==> config.mk <==
export PLATFORM = sky130hd
export DESIGN_NAME = r22_cplx_alu
export DESIGN_NICKNAME = d
export VERILOG_FILES = /design/src/rtl/r22_cplx_alu_pkg.sv /design/src/rtl/r22_cplx_alu_sat_round.sv /design/src/rtl/r22_cplx_alu.sv
export SDC_FILE = /design/constraint.sdc
export NUM_CORES = 2
export LEC_CHECK = 0
export CORE_MARGIN = 4
export CORE_UTILIZATION = 60
export CTS_CLUSTER_DIAMETER = 40
export CTS_CLUSTER_SIZE = 25
export DETAILED_ROUTE_END_ITERATION = 10
export GPL_ROUTABILITY_DRIVEN = 0
export PLACE_DENSITY = 0.77
export SYNTH_ARGS = -nofsm -noshare
export SYNTH_HDL_FRONTEND = slang
export SYNTH_HIERARCHICAL = 1
export SYNTH_SLANG_ARGS = --single-unit
==> constraint.sdc <==
create_clock -name clk -period 11.36 [get_ports clk]
set_clock_uncertainty 0.15 [all_clocks]
set_input_delay 1.136 -clock clk [delete_from_list [all_inputs] [get_ports clk]]
set_output_delay 1.136 -clock clk [all_outputs]
set_load 0.005 [all_outputs]
==> src/rtl/r22_cplx_alu_pkg.sv <==
// r22_cplx_alu_pkg: shared op encoding and default widths for the R2²SDF complex ALU
package R22SdfDefinesPkg;
  typedef enum logic [1:0] {R22_MUL, R22_ADD, R22_SUB, R22_MULC} r22_op_e;
  localparam int R22_DW = 16;
  localparam int R22_TW = 16;
endpackage

==> src/rtl/r22_cplx_alu_sat_round.sv <==
// r22_sat_round: shift, optional round-half-up (R22_CPLX_ROUND_EN), saturate IW->OW
module r22_sat_round #(
  parameter int IW = 33,
  parameter int OW = 16
) (
  input  logic [IW-1:0] x,
  input  logic [7:0]    shift,
  output logic [OW-1:0] y,
  output logic          sat
);
  localparam logic signed [IW:0] HI = {{(IW-OW+2){1'b0}}, {(OW-1){1'b1}}};
  localparam logic signed [IW:0] LO = {{(IW-OW+2){1'b1}}, {(OW-1){1'b0}}};
  logic signed [IW:0] xr, ys;
`ifdef R22_CPLX_ROUND_EN
  logic [IW:0] half;
`endif
  // widen by one bit so the rounding offset cannot wrap, then shift and clamp
  always_comb begin
`ifdef R22_CPLX_ROUND_EN
    half = (shift == 8'd0) ? '0 : ((IW+1)'(1) << (shift - 8'd1));
    xr = $signed({x[IW-1], x}) + $signed(half);
`else
    xr = $signed({x[IW-1], x});
`endif
    ys = xr >>> shift;
    sat = (ys > HI) || (ys < LO);
    y = (ys < LO) ? LO[OW-1:0] : (ys > HI) ? HI[OW-1:0] : ys[OW-1:0];
  end
endmodule

==> src/rtl/r22_cplx_alu.sv <==
// r22_cplx_alu: 3-stage complex MUL/MULC/ADD/SUB with round/saturate; R22_CPLX_ROUND_EN selects rounding
module r22_cplx_alu
  import R22SdfDefinesPkg::*;
#(
  parameter int DW   = R22_DW,
  parameter int TW   = R22_TW,
  parameter int TAGW = 4
) (
  input  logic            clk,
  input  logic            rst,
  input  logic            in_valid,
  output logic            in_ready,
  input  logic [1:0]      op,
  input  logic            sc,
  input  logic [DW-1:0]   a_re,
  input  logic [DW-1:0]   a_im,
  input  logic [DW-1:0]   b_re,
  input  logic [DW-1:0]   b_im,
  input  logic [TW-1:0]   w_re,
  input  logic [TW-1:0]   w_im,
  input  logic [TAGW-1:0] in_tag,
  output logic            out_valid,
  input  logic            out_ready,
  output logic [DW-1:0]   y_re,
  output logic [DW-1:0]   y_im,
  output logic            ovf,
  output logic [TAGW-1:0] out_tag
);
  localparam int PW = DW + TW;
  localparam int SW = PW + 1;
  logic en, is_mul;
  logic v1_q, v1_d, v2_q, v2_d, v3_q, v3_d;
  r22_op_e op1_q, op1_d, op2_q, op2_d;
  logic sc1_q, sc1_d, sc2_q, sc2_d;
  logic [TAGW-1:0] tag1_q, tag1_d, tag2_q, tag2_d, tag3_q, tag3_d;
  logic signed [PW-1:0] rr_q, rr_d, ii_q, ii_d, ri_q, ri_d, ir_q, ir_d;
  logic signed [SW-1:0] re2_q, re2_d, im2_q, im2_d;
  logic [DW-1:0] y_re_q, y_re_d, y_im_q, y_im_d, sr_re, sr_im;
  logic ovf_q, ovf_d, sat_re, sat_im;
  logic [7:0] shift;
  assign en = !v3_q || out_ready;
  assign in_ready = en;
  assign out_valid = v3_q;
  assign y_re = y_re_q;
  assign y_im = y_im_q;
  assign ovf = ovf_q;
  assign out_tag = tag3_q;
  // stage 1: partial products for MUL/MULC; ADD/SUB park a in rr/ii and b in ri/ir
  always_comb begin
    is_mul = (op == R22_MUL) || (op == R22_MULC);
    v1_d = in_valid;
    op1_d = r22_op_e'(op);
    sc1_d = sc;
    tag1_d = in_tag;
    rr_d = is_mul ? PW'($signed(a_re)) * PW'($signed(w_re)) : PW'($signed(a_re));
    ii_d = is_mul ? PW'($signed(a_im)) * PW'($signed(w_im)) : PW'($signed(a_im));
    ri_d = is_mul ? PW'($signed(a_re)) * PW'($signed(w_im)) : PW'($signed(b_re));
    ir_d = is_mul ? PW'($signed(a_im)) * PW'($signed(w_re)) : PW'($signed(b_im));
  end
  // stage 2: full-precision combine of the stage-1 terms
  always_comb begin
    v2_d = v1_q;
    op2_d = op1_q;
    sc2_d = sc1_q;
    tag2_d = tag1_q;
    re2_d = (op1_q == R22_MUL)  ? SW'(rr_q) - SW'(ii_q) :
            (op1_q == R22_MULC) ? SW'(rr_q) + SW'(ii_q) :
            (op1_q == R22_ADD)  ? SW'(rr_q) + SW'(ri_q) : SW'(rr_q) - SW'(ri_q);
    im2_d = (op1_q == R22_MUL)  ? SW'(ri_q) + SW'(ir_q) :
            (op1_q == R22_MULC) ? SW'(ir_q) - SW'(ri_q) :
            (op1_q == R22_ADD)  ? SW'(ii_q) + SW'(ir_q) : SW'(ii_q) - SW'(ir_q);
  end
  // stage 3: products drop TW-1 fraction bits, sums drop sc bits
  always_comb begin
    shift = ((op2_q == R22_MUL) || (op2_q == R22_MULC)) ? 8'(TW - 1) : {7'd0, sc2_q};
    v3_d = v2_q;
    tag3_d = tag2_q;
    y_re_d = sr_re;
    y_im_d = sr_im;
    ovf_d = sat_re || sat_im;
  end
  r22_sat_round #(.IW(SW), .OW(DW)) u_sr_re (.x(re2_q), .shift(shift), .y(sr_re), .sat(sat_re));
  r22_sat_round #(.IW(SW), .OW(DW)) u_sr_im (.x(im2_q), .shift(shift), .y(sr_im), .sat(sat_im));
  // all stages advance together on en and hold under backpressure
  always_ff @(posedge clk or posedge rst) begin
    if (rst) begin
      v1_q <= 1'b0; v2_q <= 1'b0; v3_q <= 1'b0;
      op1_q <= R22_MUL; op2_q <= R22_MUL;
      sc1_q <= 1'b0; sc2_q <= 1'b0;
      tag1_q <= '0; tag2_q <= '0; tag3_q <= '0;
      rr_q <= '0; ii_q <= '0; ri_q <= '0; ir_q <= '0;
      re2_q <= '0; im2_q <= '0;
      y_re_q <= '0; y_im_q <= '0; ovf_q <= 1'b0;
    end else if (en) begin
      v1_q <= v1_d; v2_q <= v2_d; v3_q <= v3_d;
      op1_q <= op1_d; op2_q <= op2_d;
      sc1_q <= sc1_d; sc2_q <= sc2_d;
      tag1_q <= tag1_d; tag2_q <= tag2_d; tag3_q <= tag3_d;
      rr_q <= rr_d; ii_q <= ii_d; ri_q <= ri_d; ir_q <= ir_d;
      re2_q <= re2_d; im2_q <= im2_d;
      y_re_q <= y_re_d; y_im_q <= y_im_d; ovf_q <= ovf_d;
    end
  end
endmodule

# Word-level counts from Yosys, hierarchy flattened
# Cells that the tools add are included.
# totals
out_inout_bits	39
inputBits	107
elab_cells	66
ff_bits	248
# classes
shifts	2
n_eq_ne	4
n_mux	15
n_lt_le_gt_ge	4
addsub	8
reduce_logical	10
n_mul	4
# op_table
op	count
two-way mux 33 bit	6
adder 32 x 32 -> 33 bit	4
subtractor 32 x 32 -> 33 bit	4
multiplier 16 x 16 -> 32 bit	4
two-way mux 32 bit	4
> comparator 34 x 16 -> 1 bit (second input constant)	2
less-than comparator 34 x 16 -> 1 bit (second input constant)	2
>>> shifter 33 x 4 -> 34 bit	2
two-way mux 16 bit	4
equality test 2 bit (second input constant)	3
logical NOT 2 bit	3
logical OR 1 bit	6
two-way mux 4 bit	1
equality test 2 x 1 -> 1 bit (second input constant)	1
logical NOT 1 bit	1

# Longest topological paths before layout
# depth
ltp_word	7
ltp_mapped	27
mapped_depth_nobuf	24

# Modules after synthesis
# The synthesis kept the hierarchy.
# modules_own_cells
module	seq_area_each_um2	cells_per_inst	n_inst	area_per_inst_um2
r22_cplx_alu	6206.0	6821	1	58423.5
r22_sat_round	0.0	368	2	2675.1

# Least setup slack after synthesis
# OpenSTA, ideal clock, no wires.
# synth_timing
path_kind	in2reg
start	input a_im[15]
end	register ir_q[30]
setup_time_ns	0.133
n_path_buf	2
slack_ns	4.041
arrival_ns	7.036
required_time_ns	11.077
cell_stages	20
path_cell_list	clkbuf_1 -> clkbuf_1 -> nand2_1 -> inv_1 -> fa_1 -> fa_1 -> fa_1 -> fa_1 -> fa_1 -> inv_1 -> fa_1 -> inv_1 -> ha_1 -> nor2b_1 -> o2111ai_1 -> nor3b_1 -> a2111oi_0 -> o21ai_0 -> xnor2_1 -> o21ai_0
# synth_via
elab_chain_cells	2
# synth_lines
item	line_no	source
start, declared	r22_cplx_alu.sv:16	input logic [DW-1:0] a_im,
multiplier 16 x 16 -> 32 bit	r22_cplx_alu.sv:58	ir_d = is_mul ? PW'($signed(a_im)) * PW'($signed(w_re)) : PW'($signed(b_im));
two-way mux 32 bit	r22_cplx_alu.sv:58	
end signal, assigned	r22_cplx_alu.sv:99	rr_q <= rr_d; ii_q <= ii_d; ri_q <= ri_d; ir_q <= ir_d;
end, declared	r22_cplx_alu.sv:36	logic signed [PW-1:0] rr_q, rr_d, ii_q, ii_d, ri_q, ri_d, ir_q, ir_d;
# No other way between the ends.
# A chain may end at the register's enable or synchronous reset.

# Worst setup path in the final report
# layout_timing
start	input w_re[15]
end	register ir_q[30]
# layout_via
elab_chain_cells	2
# layout_lines
item	line_no	source
start, declared	r22_cplx_alu.sv:19	input logic [TW-1:0] w_re,
multiplier 16 x 16 -> 32 bit	r22_cplx_alu.sv:58	
two-way mux 32 bit	r22_cplx_alu.sv:58	
# No other way between the ends.

==> flow_metrics.py <==
metrics = {
    "outcome": {
        "status": "finished clean",
    },
    "cells_and_area": {
        "drive_above_1_share": 0.0468,
        "final_common_cell": "inv_1",
        "synthToLayoutAreaGrowth_pct": 6.22,
        "fin_nets": 9064,
        "layout_common_cells": "inv_1 (1,241), fa_1 (1,052), nand2_1 (948)",
    },
    "synth": {
        "synth-simple-area-share": 0.178,
        "yosysTopAreaCellShare": 0.330,
        "ys_top_cells_by_area": "fa_1 (33%), dfrtp_1 (9.7%), ha_1 (9.0%), inv_1 (7.3%), nand2_1 (5.6%)",
        "synth_ff_type": "dfrtp_1",
        "synth_area_um2": 63800,
        "synth_top_family_by_area": "adder cells",
        "seq_area_frac_synth": 0.0973,
        "synth-seq-cells": 248,
        "yosys_warnings": 6,
        "syn-instance-count": 7557,
        "synth_xor_area_frac": 0.0353,
        "yosysUniqueCellTypes": 102,
        "syn_area_per_cell_um2": 8.44,
        "synth_area_leader_cell": "fa_1",
        "synth-compound-area-share": 0.143,
        "synthArstFlopShare": 1.00,
        "muxShareOfSynthArea": 0.0245,
        "synth-edff-count": 0,
        "synth_adder_area_share": 0.420,
    },
    "setup_path": {
        "critPathCaptureType": "register",
        "path_max_fanout": 14,
        "start_kind": "input port",
        "arrival_ps": 9080,
        "worstSetupPathType": "in2reg",
        "critPathRequiredTime_ps": 11670,
    },
    "sta": {
        "fin_crit_sh": 0.772,
        "tightest_slew_ps": 1130,
        "holdWs_ps": 312,
        "setup_viol_count_final": 0,
        "finalSetupTns_ps": 0,
        "slew_headroom": 0.227,
        "fmax_ghz": 0.114,
        "fin_crit_ps": 8770,
        "drv_slew": 0,
        "hold_viol_final": 0,
        "rsz0062_at_grt": "no",
    },
    "floorplanning": {
        "num_io_pins": 146,
        "die_height_um": 334,
        "die_x_um": 334,
        "core_area_um2": 105000,
        "die-area_um2": 112000,
        "initial_core_util": 0.605,
        "num_rows": 119,
    },
    "detailed_routing": {
        "postRouteAntennaNets": 0,
        "vias_per_cell": 6.20,
        "routedWlPerCell_um": 22.2,
        "drt_wl_total_mm": 197,
        "drc_errors": 0,
        "drt_iter0_markers": 5866,
        "via_count": 55100,
        "drt_pass1_iterations": 7,
    },
    "clock_tree": {
        "holdBufCountCts": 0,
        "cts.htree.levels": 2,
        "clock_sinks": 248,
        "clk_latency_ps": 610,
        "path_clk_slew_ps": 60,
        "clockRootBuffer": "clkbuf_16",
        "cts_buffer_depth": 3,
        "cts_setup_buffers": 0,
        "ctsResizeCount": 0,
        "cts_tree": "done",
        "cts_buffers": 47,
    },
    "grt": {
        "grt_max_degree": 218,
        "grt_pass1_vias": 55900,
        "grt.total_usage": 0.355,
        "grt_antenna_before_repair": 6,
        "grt_overflow_total": 0,
        "grt_pass1_wl_mm": 311,
    },
    "place": {
        "place_hpwl_mm": 151,
        "portBuffers": 145,
    },
    "hold_path": {
        "hp-class": "reg2reg",
    },
    "job": {
        "drv_cap": 0,
    },
}
per-layer routing:
layer	vias to the layer above	wire [um]	track usage
met5	-	43	0
met4	6	13700	0.197
met3	729	21900	0.0790
met2	3180	87000	0.550
met1	27100	74500	0.465
li1	24100	-	-
worst max-delay path, cell delays in order:
cell	delay, ps
clkdlybuf4s50_1	960
inv_1	530
buf_4	350
nor2_1	150
fa_1	460
fa_1	460
fa_1	520
fa_1	430
fa_1	490
inv_1	50
fa_1	480
inv_1	40
ha_1	340
a21o_1	220
a21oi_1	120
nor2b_1	60
o2111ai_1	340
nor3b_1	170
a2111oi_0	940
o21ai_0	340
xnor2_1	350
o21ai_0	120
cell type report:
cell class / instances / area (um2)
fill: 8762 / 37700
inverter: 1243 / 4680
multi-input combinational: 5661 / 51300
clock buffer: 51 / 1220
timing repair buffer: 245 / 2230
clock inverter: 35 / 409
sequential: 248 / 6210
tap: 1391 / 1740
antenna: 2 / 5.00
kinds of logic (layout without fill, tap and decap cells):
logic type	after synthesis	after routing
buffers and inverters	1677	1574
DFF	248	248
muxes	122	122
adders and majority gates	1511	1511
other	1	32
and+or+nand+nor	2356	2356
xor gates and xnor gates	257	257
AOI/OAI and AO/OA	1385	1385
state kept, by name, summed over array words and instances, names as in the netlist, 16 cells and up:
name,count
ri_q,32
im2_q,33
rr_q,32
y_im,16
y_re,16
ir_q,32
ii_q,32
re2_q,33
path summary, 6_finish.rpt:
check                           depth (start not counted)      from  slack (ps)         to
worst min register to register                          2   y_im[7]         310    y_im[7]
worst min-delay path                                    2   y_im[7]         310    y_im[7]
worst max register to register                         21  op1_q[1]        3660  re2_q[29]
max in group asynchronous                               3       rst        8460   ri_q[27]
worst max-delay path                                   22  w_re[15]        2590   ir_q[30]
min in group asynchronous                               2       rst         940   im2_q[2]
cells in the mapped netlist (13+ instances only):
cell type,count
a211oi_1,55
o22ai_1,47
a221o_1,15
o41ai_1,17
xor2_1,78
and2_1,517
o221ai_1,22
xnor2_1,179
nand3_1,80
dfrtp_1,248
a221oi_1,24
a22oi_1,14
o21bai_1,45
a41oi_1,18
a31oi_1,48
nand2b_1,56
o21a_1,29
nor4_1,45
nand2_1,948
or4_1,16
nor2b_1,38
o21ai_0,264
mux4_2,14
a21o_1,106
mux2_2,33
nor2_1,387
or3_1,36
buf_2,26
inv_1,1242
nand4_1,26
o31a_1,13
o211ai_1,34
a21oi_2,26
and3_1,39
or2_2,18
a21oi_1,406
mux2i_1,55
fa_1,1052
nor3b_1,17
buf_6,14
buf_1,23
o31ai_1,47
clkbuf_1,361
nor3_1,89
ha_1,459
per-stage QoR:
stage	utilization	instance area [um2]	cells	setup slack [ps]
2_1_floorplan	-	63900	7586	3260
3_3_place_gp	0.627	66100	8788	2380
3_5_place_dp	0.627	66100	8788	2070
4_1_cts	0.643	67700	8874	2690
5_1_grt	0.643	67700	8875	2180
6_report	0.643	67700	8876	2590
Power is left out: the tool's default activity adds up to more than one toggle a clock period on the data nets, which glitch-free logic cannot reach.
